<file path="src/rtl/mem_bus_arbiter_if.sv">
// Bundle of the fetch port, data port and downstream sram-like bus around mem_bus_arbiter.
// slave is the arbiter's view; master is the view of the pipeline plus memory around it.
interface mem_bus_arbiter_if;
    logic        flush;
    logic        inst_req;
    logic [31:0] inst_addr;
    logic        inst_addr_ok;
    logic        inst_data_ok;
    logic [31:0] inst_rdata;
    logic        data_req;
    logic        data_wr;
    logic [1:0]  data_size;
    logic [3:0]  data_wstrb;
    logic [31:0] data_addr;
    logic [31:0] data_wdata;
    logic        data_addr_ok;
    logic        data_data_ok;
    logic [31:0] data_rdata;
    logic        bus_req;
    logic        bus_wr;
    logic [1:0]  bus_size;
    logic [3:0]  bus_wstrb;
    logic [31:0] bus_addr;
    logic [31:0] bus_wdata;
    logic        bus_addr_ok;
    logic        bus_data_ok;
    logic [31:0] bus_rdata;
    logic        busy;

    modport slave (
        input  flush, inst_req, inst_addr,
        input  data_req, data_wr, data_size, data_wstrb, data_addr, data_wdata,
        input  bus_addr_ok, bus_data_ok, bus_rdata,
        output inst_addr_ok, inst_data_ok, inst_rdata,
        output data_addr_ok, data_data_ok, data_rdata,
        output bus_req, bus_wr, bus_size, bus_wstrb, bus_addr, bus_wdata,
        output busy
    );

    modport master (
        output flush, inst_req, inst_addr,
        output data_req, data_wr, data_size, data_wstrb, data_addr, data_wdata,
        output bus_addr_ok, bus_data_ok, bus_rdata,
        input  inst_addr_ok, inst_data_ok, inst_rdata,
        input  data_addr_ok, data_data_ok, data_rdata,
        input  bus_req, bus_wr, bus_size, bus_wstrb, bus_addr, bus_wdata,
        input  busy
    );
endinterface

</file>
<file path="src/rtl/mem_bus_arbiter.sv">
// Fixed-priority arbiter sharing one sram-like bus between instruction fetch and data access.
// One outstanding transaction; fetch responses killed by a flush are swallowed.
module mem_bus_arbiter #(
    parameter logic [1:0] INST_SIZE  = 2'b10,
    parameter bit         DATA_FIRST = 1'b1
) (
    input  logic             clk,
    input  logic             rst,
    mem_bus_arbiter_if.slave mb
);
    typedef enum logic [1:0] {
        IDLE = 2'd0,
        ADDR = 2'd1,
        DATA = 2'd2
    } state_e;

    state_e      state_q, state_d;
    logic        owner_q, owner_d;
    logic        discard_q, discard_d;
    logic        wr_q, wr_d;
    logic [1:0]  size_q, size_d;
    logic [3:0]  wstrb_q, wstrb_d;
    logic [31:0] addr_q, addr_d;
    logic [31:0] wdata_q, wdata_d;
    logic        pick_data;

    assign pick_data = mb.data_req && (DATA_FIRST || !mb.inst_req);

    always_ff @(posedge clk or negedge rst) begin
        if (!rst) begin
            state_q   <= IDLE;
            owner_q   <= 1'b0;
            discard_q <= 1'b0;
            wr_q      <= 1'b0;
            size_q    <= '0;
            wstrb_q   <= '0;
            addr_q    <= '0;
            wdata_q   <= '0;
        end else begin
            state_q   <= state_d;
            owner_q   <= owner_d;
            discard_q <= discard_d;
            wr_q      <= wr_d;
            size_q    <= size_d;
            wstrb_q   <= wstrb_d;
            addr_q    <= addr_d;
            wdata_q   <= wdata_d;
        end
    end

    always_comb begin
        state_d         = state_q;
        owner_d         = owner_q;
        discard_d       = discard_q;
        wr_d            = wr_q;
        size_d          = size_q;
        wstrb_d         = wstrb_q;
        addr_d          = addr_q;
        wdata_d         = wdata_q;
        mb.bus_req      = 1'b0;
        mb.inst_addr_ok = 1'b0;
        mb.inst_data_ok = 1'b0;
        mb.data_addr_ok = 1'b0;
        mb.data_data_ok = 1'b0;
        case (state_q)
            IDLE: begin
                if (mb.data_req || mb.inst_req) begin
                    state_d = ADDR;
                    owner_d = pick_data;
                    if (pick_data) begin
                        wr_d    = mb.data_wr;
                        size_d  = mb.data_size;
                        wstrb_d = mb.data_wstrb;
                        addr_d  = mb.data_addr;
                        wdata_d = mb.data_wdata;
                    end else begin
                        wr_d    = 1'b0;
                        size_d  = INST_SIZE;
                        wstrb_d = '0;
                        addr_d  = mb.inst_addr;
                        wdata_d = '0;
                    end
                end
            end
            ADDR: begin
                mb.bus_req      = 1'b1;
                mb.inst_addr_ok = !owner_q && mb.bus_addr_ok;
                mb.data_addr_ok = owner_q && mb.bus_addr_ok;
                if (!owner_q && mb.flush) discard_d = 1'b1;
                if (mb.bus_addr_ok) state_d = DATA;
            end
            DATA: begin
                // A flush coinciding with the response kills it just like an earlier one.
                mb.inst_data_ok = !owner_q && mb.bus_data_ok && !discard_q && !mb.flush;
                mb.data_data_ok = owner_q && mb.bus_data_ok;
                if (!owner_q && mb.flush) discard_d = 1'b1;
                if (mb.bus_data_ok) begin
                    state_d   = IDLE;
                    discard_d = 1'b0;
                end
            end
            default: state_d = IDLE;
        endcase
    end

    assign mb.bus_wr    = wr_q;
    assign mb.bus_size  = size_q;
    assign mb.bus_wstrb = wstrb_q;
    assign mb.bus_addr  = addr_q;
    assign mb.bus_wdata = wdata_q;
    assign mb.busy      = (state_q != IDLE);

    // Read data is not qualified by data_ok, only held at zero while in reset.
    assign mb.inst_rdata = rst ? mb.bus_rdata : '0;
    assign mb.data_rdata = rst ? mb.bus_rdata : '0;
endmodule

</file>
<file path="src/flat_wrapper.sv">
// flat-port wrapper written by rule: the top's interface ports become plain ports
module mem_bus_arbiter_flat 
#(
    parameter logic [1:0] INST_SIZE  = 2'b10,
    parameter bit         DATA_FIRST = 1'b1
)
  (clk, rst, mb_flush, mb_inst_req, mb_inst_addr, mb_data_req, mb_data_wr, mb_data_size, mb_data_wstrb, mb_data_addr, mb_data_wdata, mb_bus_addr_ok, mb_bus_data_ok, mb_bus_rdata, mb_inst_addr_ok, mb_inst_data_ok, mb_inst_rdata, mb_data_addr_ok, mb_data_data_ok, mb_data_rdata, mb_bus_req, mb_bus_wr, mb_bus_size, mb_bus_wstrb, mb_bus_addr, mb_bus_wdata, mb_busy);
  mem_bus_arbiter_if mb_i ();
  input  logic clk;
  input  logic rst;
  input wire logic [$bits(mb_i.flush)-1:0] mb_flush;
  input wire logic [$bits(mb_i.inst_req)-1:0] mb_inst_req;
  input wire logic [$bits(mb_i.inst_addr)-1:0] mb_inst_addr;
  input wire logic [$bits(mb_i.data_req)-1:0] mb_data_req;
  input wire logic [$bits(mb_i.data_wr)-1:0] mb_data_wr;
  input wire logic [$bits(mb_i.data_size)-1:0] mb_data_size;
  input wire logic [$bits(mb_i.data_wstrb)-1:0] mb_data_wstrb;
  input wire logic [$bits(mb_i.data_addr)-1:0] mb_data_addr;
  input wire logic [$bits(mb_i.data_wdata)-1:0] mb_data_wdata;
  input wire logic [$bits(mb_i.bus_addr_ok)-1:0] mb_bus_addr_ok;
  input wire logic [$bits(mb_i.bus_data_ok)-1:0] mb_bus_data_ok;
  input wire logic [$bits(mb_i.bus_rdata)-1:0] mb_bus_rdata;
  output wire logic [$bits(mb_i.inst_addr_ok)-1:0] mb_inst_addr_ok;
  output wire logic [$bits(mb_i.inst_data_ok)-1:0] mb_inst_data_ok;
  output wire logic [$bits(mb_i.inst_rdata)-1:0] mb_inst_rdata;
  output wire logic [$bits(mb_i.data_addr_ok)-1:0] mb_data_addr_ok;
  output wire logic [$bits(mb_i.data_data_ok)-1:0] mb_data_data_ok;
  output wire logic [$bits(mb_i.data_rdata)-1:0] mb_data_rdata;
  output wire logic [$bits(mb_i.bus_req)-1:0] mb_bus_req;
  output wire logic [$bits(mb_i.bus_wr)-1:0] mb_bus_wr;
  output wire logic [$bits(mb_i.bus_size)-1:0] mb_bus_size;
  output wire logic [$bits(mb_i.bus_wstrb)-1:0] mb_bus_wstrb;
  output wire logic [$bits(mb_i.bus_addr)-1:0] mb_bus_addr;
  output wire logic [$bits(mb_i.bus_wdata)-1:0] mb_bus_wdata;
  output wire logic [$bits(mb_i.busy)-1:0] mb_busy;
  assign mb_i.flush = mb_flush;
  assign mb_i.inst_req = mb_inst_req;
  assign mb_i.inst_addr = mb_inst_addr;
  assign mb_i.data_req = mb_data_req;
  assign mb_i.data_wr = mb_data_wr;
  assign mb_i.data_size = mb_data_size;
  assign mb_i.data_wstrb = mb_data_wstrb;
  assign mb_i.data_addr = mb_data_addr;
  assign mb_i.data_wdata = mb_data_wdata;
  assign mb_i.bus_addr_ok = mb_bus_addr_ok;
  assign mb_i.bus_data_ok = mb_bus_data_ok;
  assign mb_i.bus_rdata = mb_bus_rdata;
  assign mb_inst_addr_ok = mb_i.inst_addr_ok;
  assign mb_inst_data_ok = mb_i.inst_data_ok;
  assign mb_inst_rdata = mb_i.inst_rdata;
  assign mb_data_addr_ok = mb_i.data_addr_ok;
  assign mb_data_data_ok = mb_i.data_data_ok;
  assign mb_data_rdata = mb_i.data_rdata;
  assign mb_bus_req = mb_i.bus_req;
  assign mb_bus_wr = mb_i.bus_wr;
  assign mb_bus_size = mb_i.bus_size;
  assign mb_bus_wstrb = mb_i.bus_wstrb;
  assign mb_bus_addr = mb_i.bus_addr;
  assign mb_bus_wdata = mb_i.bus_wdata;
  assign mb_busy = mb_i.busy;
  mem_bus_arbiter #(.INST_SIZE(INST_SIZE), .DATA_FIRST(DATA_FIRST)) u_core (.clk(clk), .rst(rst), .mb(mb_i));
endmodule
</file>
<file path="config.mk">
export PLATFORM = sky130hd
export DESIGN_NAME = mem_bus_arbiter_flat
export DESIGN_NICKNAME = d
export VERILOG_FILES = /design/src/rtl/mem_bus_arbiter_if.sv /design/src/rtl/mem_bus_arbiter.sv /design/src/flat_wrapper.sv
export SDC_FILE = /design/constraint.sdc
export NUM_CORES = 1
export LEC_CHECK = 0
export CORE_AREA = 4 4 108 110
export CTS_CLUSTER_DIAMETER = 150
export DETAILED_ROUTE_END_ITERATION = 10
export DIE_AREA = 0 0 112 114
export GPL_ROUTABILITY_DRIVEN = 0
export GPL_TIMING_DRIVEN = 0
export PLACE_DENSITY = 0.82
export REMOVE_ABC_BUFFERS = 1
export SLEW_MARGIN = 20
export SYNTH_ARGS = -nofsm -noshare
export SYNTH_HDL_FRONTEND = slang
export SYNTH_SLANG_ARGS = --single-unit
</file>
<file path="constraint.sdc">
create_clock -name clk -period 3.9 [get_ports clk]
set_clock_uncertainty 0.1 [all_clocks]
set_input_delay 0.585 -clock clk [delete_from_list [all_inputs] [get_ports clk]]
set_output_delay 0.585 -clock clk [all_outputs]
set_load 0.01 [all_outputs]
</file>
==> metrics.md <==
| Metric | Value |
|---|---|
| Outcome | `finished, final reports clean` |
| Crit path required time | `3210 ps` |
| Worst-path clk slew | `70 ps` |
| Main synth FF type | `dfrtp_1` |
| Critical path arrival | `2210 ps` |
| Nets@finish | `790` |
| Wl on met1 | `4.643 mm` |
| Hold Violations, Final | `0` |
| Wire length on met2 | `6.562 mm` |
| TritonCTS clock tree | `done` |
| Vias after detailed routing | `3651` |
| Largest net degree at the start of global routing | `68` |
| Seq cells post-synth | `75` |
| Switching share of power | `0.3574` |
| Port bufs | `282` |
| Tmin final | `2892 ps` |
| Via density | `4.633` |
| Initial antenna violation count | `0` |
| Synth area leader | `dfrtp_1` |
| Clock share of power | `0.135` |
| Max_cap viols | `0` |
| Ys async rst share | `1.000` |
| Wire per inst | `16.15 um` |
| DIE AREA | `12770 um2` |
| 1st-iter DRT viols | `151` |
| Period utilization | `0.7416` |
| R2R setup slack | `1700 ps` |
| Post-CTS Hold Fix Bufs | `0` |
| Slew Viols, Final | `0` |
| Die height | `114 um` |
| Slew headroom | `0.6289` |
| Seq/Total Area, Yosys | `0.5088` |
| H-tree levels | `3` |
| DR pass1 iterations | `4` |
| Post-CTS setup buffers | `0` |
| Worst hold slack | `136.6 ps` |
| Gr usage total | `0.1988` |
| Yosys warns | `0` |
| Critical-path maximum fanout | `67` |
| Top Layer Used | `met4` |
| CTS max path bufs | `2` |
| Io pins | `283` |
| Global-route wire length before repair | `20.27 mm` |
| Sequential share of power | `0.338` |
| Layout Area Growth over Synthesis | `80.97%` |
| Final Setup Violations | `0` |
| Total grt overflow | `0` |
| Initial Util | `0.3448` |
| Mapped Cells | `404` |
| CP Class | `primary input to output port` |
| # clock sinks | `75` |
| Comb pwr share | `0.526` |
| Routed wl met3 | `1.217 mm` |
| Std cell rows | `38` |
| F_max | `0.3457 GHz` |
| Synth cell types | `19` |
| Layout cells sized above 1 | `0.04012` |
| CP endpoint kind | `output port` |
| Worst skew pair latency | `340 ps` |
| Vias in the first global route | `3962` |
| Slew @ Worst Pin | `556.6 ps` |
| Clock Root Buffer | `clkbuf_8` |
| Most frequent cell after synthesis | `nand2_1` |
| Pwr dens | `609.1 nW/um2` |
| Avg Inst Size Synth | `9.130 um2` |
| Clock buffers created by TritonCTS | `9` |
| Startpoint types | `primary input` |
| Detailed Place HPWL | `10.27 mm` |
| Synth area leaders | `dfrtp_1, nand2_1, mux2i_1` |
| Ant. Diodes | `0` |
| Routed WL | `12.73 mm` |
| Commonest cells post-synth | `nand2_1, dfrtp_1, nand3_1, buf_4, o21ai_0` |
| Worst min-delay path category | `primary input to async pin` |
| Post-synth top area share | `0.5088` |
| Pleak | `2.996 nW` |
| DRC Markers | `0` |
| Number of synthesized flops with an enable pin | `0` |
| R2R cell count | `8` |
| RSZ-0062 raised after global routing | `no` |
| Core Region | `10700 um2` |
| Int Pwr | `2.613 mW` |
| DIE WIDTH | `112 um` |
| Sw power | `1.453 mW` |
| Post-cts resize count | `0` |
| Peak VDD IR | `0.0003574 V` |
| Routed Antenna Nets | `0` |
| Setup TNS | `0 ps` |
| Synthesized area | `3689 um2` |
-- cell families after synthesis --
kind of cell | after synthesis | share of synthesized area
buffers and inverters | 65 | 0.1028
flip-flops | 75 | 0.5088
multiplexers | 34 | 0.09294
AO/OA/AOI/OAI | 37 | 0.05224
adder cells (fa/ha/maj) | 4 | 0.01357
AND/OR/NAND/NOR | 189 | 0.2296
-- path summary, 6_finish.rpt --
check / from / to
setup / recovery: rst / mb_inst_rdata[16]
hold / removal: rst / u_core.mb.bus_addr[25]
setup reg to reg: u_core.state_q[1] / u_core.mb.bus_addr[30]
hold reg to reg: u_core.mb.bus_wstrb[3] / u_core.mb.bus_wstrb[3]
max in group asynchronous: rst / u_core.mb.bus_wdata[18]
min in group clk: u_core.mb.bus_wstrb[3] / u_core.mb.bus_wstrb[3]
-- through the flow --
step | instance area, um2 | cells | util | power (mW) | setup WS (ps)
floorplan | 3332 | 345 | - | 2.173 | -501.5
global placement | 6330 | 767 | 0.5917 | 3.407 | -5297
detailed placement | 6496 | 773 | 0.6073 | 3.561 | 936.3
CTS | 6675 | 788 | 0.6240 | 4.131 | 925.3
global route | 6675 | 788 | 0.6240 | 4.371 | 808.2
finish | 6675 | 788 | 0.6240 | 4.066 | 1008
-- sequential cells by signal, indices dropped and copies added, names as in the netlist --
signal / count
u_core.discard_q: 1
u_core.mb.bus_addr: 32
u_core.mb.bus_size: 2
u_core.mb.bus_wdata: 32
u_core.mb.bus_wr: 1
u_core.mb.bus_wstrb: 4
u_core.owner_q: 1
u_core.state_q: 2
-- critical path: stages --
cell             delay (ps)
buf_4                   450
buf_16                  310
and2_1                  200
clkdlybuf4s50_1         620
-- layout make-up --
class	instances	area, um2
clock inverter	2	10.01
multi-input combinational	264	1446
timing repair buffer	288	2975
sequential	75	1877
clock buffer	13	168.9
tap	140	175.2
inverter	6	22.52
fill	884	4023
-- routing by layer --
metal | vias up | track usage
met4 | 0 | 0.08333
met3 | 20 | 0.06525
met2 | 173 | 0.3589
li1 | 1758 | -
met1 | 1700 | 0.2141
met5 | - | 0
-- power groups by stage --
stage | Sequential (mW) | Clock, mW | Combinational, mW
after global placement | 1.37 | 0 | 2.04
after CTS | 1.38 | 0.577 | 2.18
final | 1.38 | 0.550 | 2.14
after global routing | 1.43 | 0.602 | 2.34
after floorplan | 1.55 | 0 | 0.621
after detailed placement | 1.39 | 0 | 2.17
-- cells in the final DEF, fill, tap and decap left out --
cell type,instances
clkbuf_1,1
and2_1,32
nand2_1,113
o21ai_0,33
ha_1,3
nor2b_1,1
a222oi_1,1
nor4_1,1
mux2i_1,32
clkbuf_8,12
dfrtp_1,75
and3_1,2
clkdlybuf4s50_1,280
nand3_1,38
o21ai_4,1
mux2_2,2
clkinv_2,2
buf_4,2
inv_1,6
nor2_1,2
buf_16,5
ha_2,1
buf_12,1
a31oi_1,2
Note: power is estimated with default switching activity, not from simulation.
